<file path="config.mk">
export PLATFORM = sky130hd
export DESIGN_NAME = sha_super_pipelined_w_sched
export DESIGN_NICKNAME = d
export VERILOG_FILES = /design/src/rtl/sha_super_pipelined_w_sched.sv
export SDC_FILE = /design/constraint.sdc
export NUM_CORES = 1
export LEC_CHECK = 0
export CORE_MARGIN = 3
export CORE_UTILIZATION = 45
export DETAILED_ROUTE_END_ITERATION = 12
export PLACE_DENSITY = 0.73
export SYNTH_ARGS = -nofsm -noshare
export SYNTH_HDL_FRONTEND = slang
export SYNTH_SLANG_ARGS = --single-unit
</file>
<file path="constraint.sdc">
create_clock -name clk -period 34.8 [get_ports clk]
set_clock_uncertainty 0.1 [all_clocks]
set_input_delay 6.96 -clock clk [delete_from_list [all_inputs] [get_ports clk]]
set_output_delay 6.96 -clock clk [all_outputs]
set_load 0.005 [all_outputs]
</file>
<file path="src/rtl/sha_super_pipelined_w_sched.sv">
// SHA-256 message-schedule stage for the super-pipelined round chain.
// Accepts one 512-bit padded block and streams W[0..ROUNDS-1] one word per
// clock. A new block can be accepted in the last-word cycle, so consecutive
// blocks stream without a bubble.
module sha_super_pipelined_w_sched #(
    parameter int unsigned ROUNDS = 64
) (
    input  logic         clk,
    input  logic         rst,
    input  logic [511:0] block_i,
    input  logic         block_valid_i,
    output logic         block_ready_o,
    output logic [31:0]  W_o,
    output logic         valid_o,
    output logic         newblock_o,
    output logic         last_o
);

    localparam logic [5:0] LAST_IDX = 6'(ROUNDS - 1);

    // window[0] is the word currently on W_o; window[15] is the newest word
    logic [31:0] window [16];
    logic [5:0]  cnt;
    logic        busy;

    logic        at_last;
    logic        accept;
    logic [31:0] w_new;

    function automatic logic [31:0] sigma0(input logic [31:0] x);
        return {x[6:0], x[31:7]} ^ {x[17:0], x[31:18]} ^ (x >> 3);
    endfunction

    function automatic logic [31:0] sigma1(input logic [31:0] x);
        return {x[16:0], x[31:17]} ^ {x[18:0], x[31:19]} ^ (x >> 10);
    endfunction

    // Handshake decode; ready depends on registered state only
    always_comb begin
        at_last       = (cnt == LAST_IDX);
        block_ready_o = !busy || at_last;
        accept        = block_valid_i && block_ready_o;
    end

    // Next schedule word from the sliding window, W[t+16] for window[0] = W[t]
    always_comb begin
        w_new = sigma1(window[14]) + window[9] + sigma0(window[1]) + window[0];
    end

    // Window, index and busy flag: load on accept, shift while streaming
    always_ff @(posedge clk or posedge rst) begin
        if (rst) begin
            busy <= 1'b0;
            cnt  <= '0;
            for (int unsigned i = 0; i < 16; i++) begin
                window[i] <= '0;
            end
        end else if (accept) begin
            busy <= 1'b1;
            cnt  <= '0;
            for (int unsigned i = 0; i < 16; i++) begin
                window[i] <= block_i[511 - 32*i -: 32];
            end
        end else if (busy) begin
            if (!at_last) begin
                cnt <= cnt + 6'd1;
                for (int unsigned i = 0; i < 15; i++) begin
                    window[i] <= window[i + 1];
                end
                window[15] <= w_new;
            end else begin
                busy <= 1'b0;
            end
        end
    end

    // Output decode from the registered state
    always_comb begin
        W_o        = window[0];
        valid_o    = busy;
        newblock_o = busy && (cnt == 6'd0);
        last_o     = busy && at_last;
    end

endmodule

</file>
==> flow_metrics.env <==
export IMPL_status="complete, no violations"
export IMPL_slowest_delay_ps=590
export IMPL_cts_resized_gates=0
export IMPL_synth_net_count=3494
export IMPL_max_slew_margin_pct=23.07
export IMPL_setup_violations=0
export IMPL_hold_depth=2
export IMPL_synthDistinctLibCells=63
export IMPL_synthCells=2884
export IMPL_die_area_um2=66020
export IMPL_grt_pass1_wl_um=142700
export IMPL_reg2reg_from="window[43]$_DFFE_PP0P_"
export IMPL_synth_warnings=0
export IMPL_ys_dominant_reg_cell="dfrtp_1"
export IMPL_cts_made_buffers=56
export IMPL_num_nets_final=3857
export IMPL_place_congestion=0.9475
export IMPL_slew_violations=0
export IMPL_die_h_um=256.9
export IMPL_dpl_cell_area_um2=34000
export IMPL_max_freq_ghz=0.1043
export IMPL_synth_seq_cells=519
export IMPL_path_class="reg -> out"
export IMPL_start_util_pct=45.67
export IMPL_drc_errors=0
export IMPL_routed_wirelength_um=97230
export IMPL_path_cells="ha_1 -> and3_1 -> a31oi_4 -> inv_2 -> clkdlybuf4s50_1"
export IMPL_crit_fanout=19
export IMPL_first_pass_iters=5
export IMPL_yosysSeqAreaShare_pct=45.83
export IMPL_nFillCells=5369
export IMPL_via_per_inst=5.390
export IMPL_rsz0062_at_grt="false"
export IMPL_antenna_found_initial=27
export IMPL_clkTransAtPathRegs_ps=60
export IMPL_endpoint_kind="output port"
export IMPL_fin_setup_tns_ps=0
export IMPL_grt_pass1_vias=22350
export IMPL_crit_arrival_ps=2530
export IMPL_pin_count=551
export IMPL_hold_path_startpoint="window[10]$_DFFE_PP0P_"
export IMPL_netlist_area_um2=28340
export IMPL_cap_violations=0
export IMPL_drtIter0Drc=2119
export IMPL_clockBufferDepth=3
export IMPL_dp_hpwl_um=73560
export IMPL_antenna_left=0
export IMPL_cts_tree="built"
export IMPL_synthArstFlopShare_pct=100.0
export IMPL_layout_drive_gt1_share_pct=3.677
export IMPL_reg2reg_to="window[23]$_DFFE_PP0P_"
export IMPL_r2r_slack_ps=30140
export IMPL_crit_required_ps=27740
export IMPL_overflow=0
export IMPL_hold_buffers=0
export IMPL_slowest_stage="clkdlybuf4s50_1"
export IMPL_wl_per_cell_um=23.41
export IMPL_hold_viol_final=0
export IMPL_syn_avg_cell_area_um2=9.826
export IMPL_mostFrequentLayoutCells="clkdlybuf4s50_1, nand2_1, dfrtp_1"
export IMPL_post_cts_buffers=0
export IMPL_clock_sinks=519
export IMPL_final_min_clock_period_ps=9588
export IMPL_min_period_over_period_pct=27.55
export IMPL_vias=22390
export IMPL_dieWidth_um=256.9
export IMPL_layout_cell_area_non_filler_um2=35990
export IMPL_syn_to_final_growth_pct=26.99
export IMPL_grt_max_degree=312
export IMPL_tightestPinTransition_ps=1154
export IMPL_startpoint_type="flop"
export IMPL_hold_end="window[42]$_DFFE_PP0P_"
export IMPL_layout_commonest_cell="clkdlybuf4s50_1"
export IMPL_core_area_um2=62050
export IMPL_portBuffers=550
export IMPL_min_path_type="reg -> reg"
export IMPL_htreeDepth=2
export IMPL_worstSkewPairLatency_ps=620
export IMPL_cts_root_buf="clkbuf_16"
export IMPL_std_cell_rows=91
export IMPL_r2r_cells=14
export IMPL_grt_usage_pct=28.82
export IMPL_synth_edf_count=0
## worst max path at each step
| stage | depth (start not counted) | endpoint | from | slack [ps] |
|---|---|---|---|---|
| 3_3_place_gp | 5 | window[416]$_DFFE_PP0P_ | block_valid_i | 24730 |
| 6_report | 5 | block_ready_o | cnt[0]$_DFFE_PP0P_ | 25210 |
| 4_1_cts | 5 | block_ready_o | cnt[0]$_DFFE_PP0P_ | 25180 |
| 3_5_place_dp | 5 | window[417]$_DFFE_PP0P_ | block_valid_i | 24710 |
| 2_1_floorplan | 1 | W_o[0]$_DFFE_PP0P_ | rst | 13240 |
| 5_1_grt | 5 | block_ready_o | cnt[0]$_DFFE_PP0P_ | 25110 |
## stage by stage
stage                     hold WS [ps]  worst slack [ps]  std cells  util [%]
after floorplan                  342.2             13240       2884         -
after global placement           351.6             24730       4026     54.80
after detailed placement         362.5             24710       4026     54.80
after CTS                        372.0             25180       4128     57.89
after global routing             403.0             25110       4148     57.97
final                            375.0             25210       4153     57.99
## critical path, delay by kind of cell, from the launching register on
kind	cells	cell delay, ps
AO/OA/AOI/OAI	1	100
adder cells (fa/ha/maj)	1	230
flip-flops	1	410
AND/OR/NAND/NOR	1	230
buffers and inverters	2	950
## flip-flops by register name (all words and copies together), names as in the netlist
signal,count
valid_o,1
window,480
W_o,32
cnt,6
## cells in the mapped netlist (all sizes together) (6+ instances only)
library cell  instances  share of area (%)
o21ai               520                9.2
o21bai                8               0.21
a21oi                43               0.77
xor2                 50                1.5
inv                 131                1.7
nand4                 6               0.13
nor2b                 6               0.13
xnor2                87                2.7
a211oi               12               0.35
buf                  52                1.2
nor2                 24               0.32
clkbuf              206                2.7
nand3                11               0.19
nand2               527                7.0
a21o                 19               0.50
ha                   33                1.5
fa                   62                4.4
mux2i               503                 18
dfrtp               519                 46
nor3                  7               0.12
## cell families after synthesis
logic type | Yosys count | share of synthesized area (%)
AO/OA/AOI/OAI | 634 | 12.07
XOR/XNOR | 137 | 4.234
adder cells (fa/ha/maj) | 95 | 5.837
buffers and inverters | 389 | 5.616
flip-flops | 519 | 45.83
multiplexers | 508 | 17.97
AND/OR/NAND/NOR | 602 | 8.451
## metal layers
layer	part of all wire [%]	vias up	GRT usage, %
met5	0.070	-	0
li1	-	10450	-
met1	44	11030	40.70
met4	2.8	8	9.890
met3	5.7	152	4.055
met2	47	745	45.76
## area by class of cell
type / instances / area [µm²] / area share, %
multi-input cells: 1976 / 13770 / 38.28
flip-flops and latches: 519 / 12990 / 36.09
repair buffers: 563 / 5695 / 15.83
clock buffers: 83 / 1634 / 4.541
well taps: 837 / 1047 / 2.910
inverters: 131 / 499.2 / 1.387
clock inverters: 19 / 286.5 / 0.7962
diodes: 25 / 62.56 / 0.1738
Power is not shown: default switching activity piles up to over one toggle a cycle in this logic, so the estimate is an artifact.
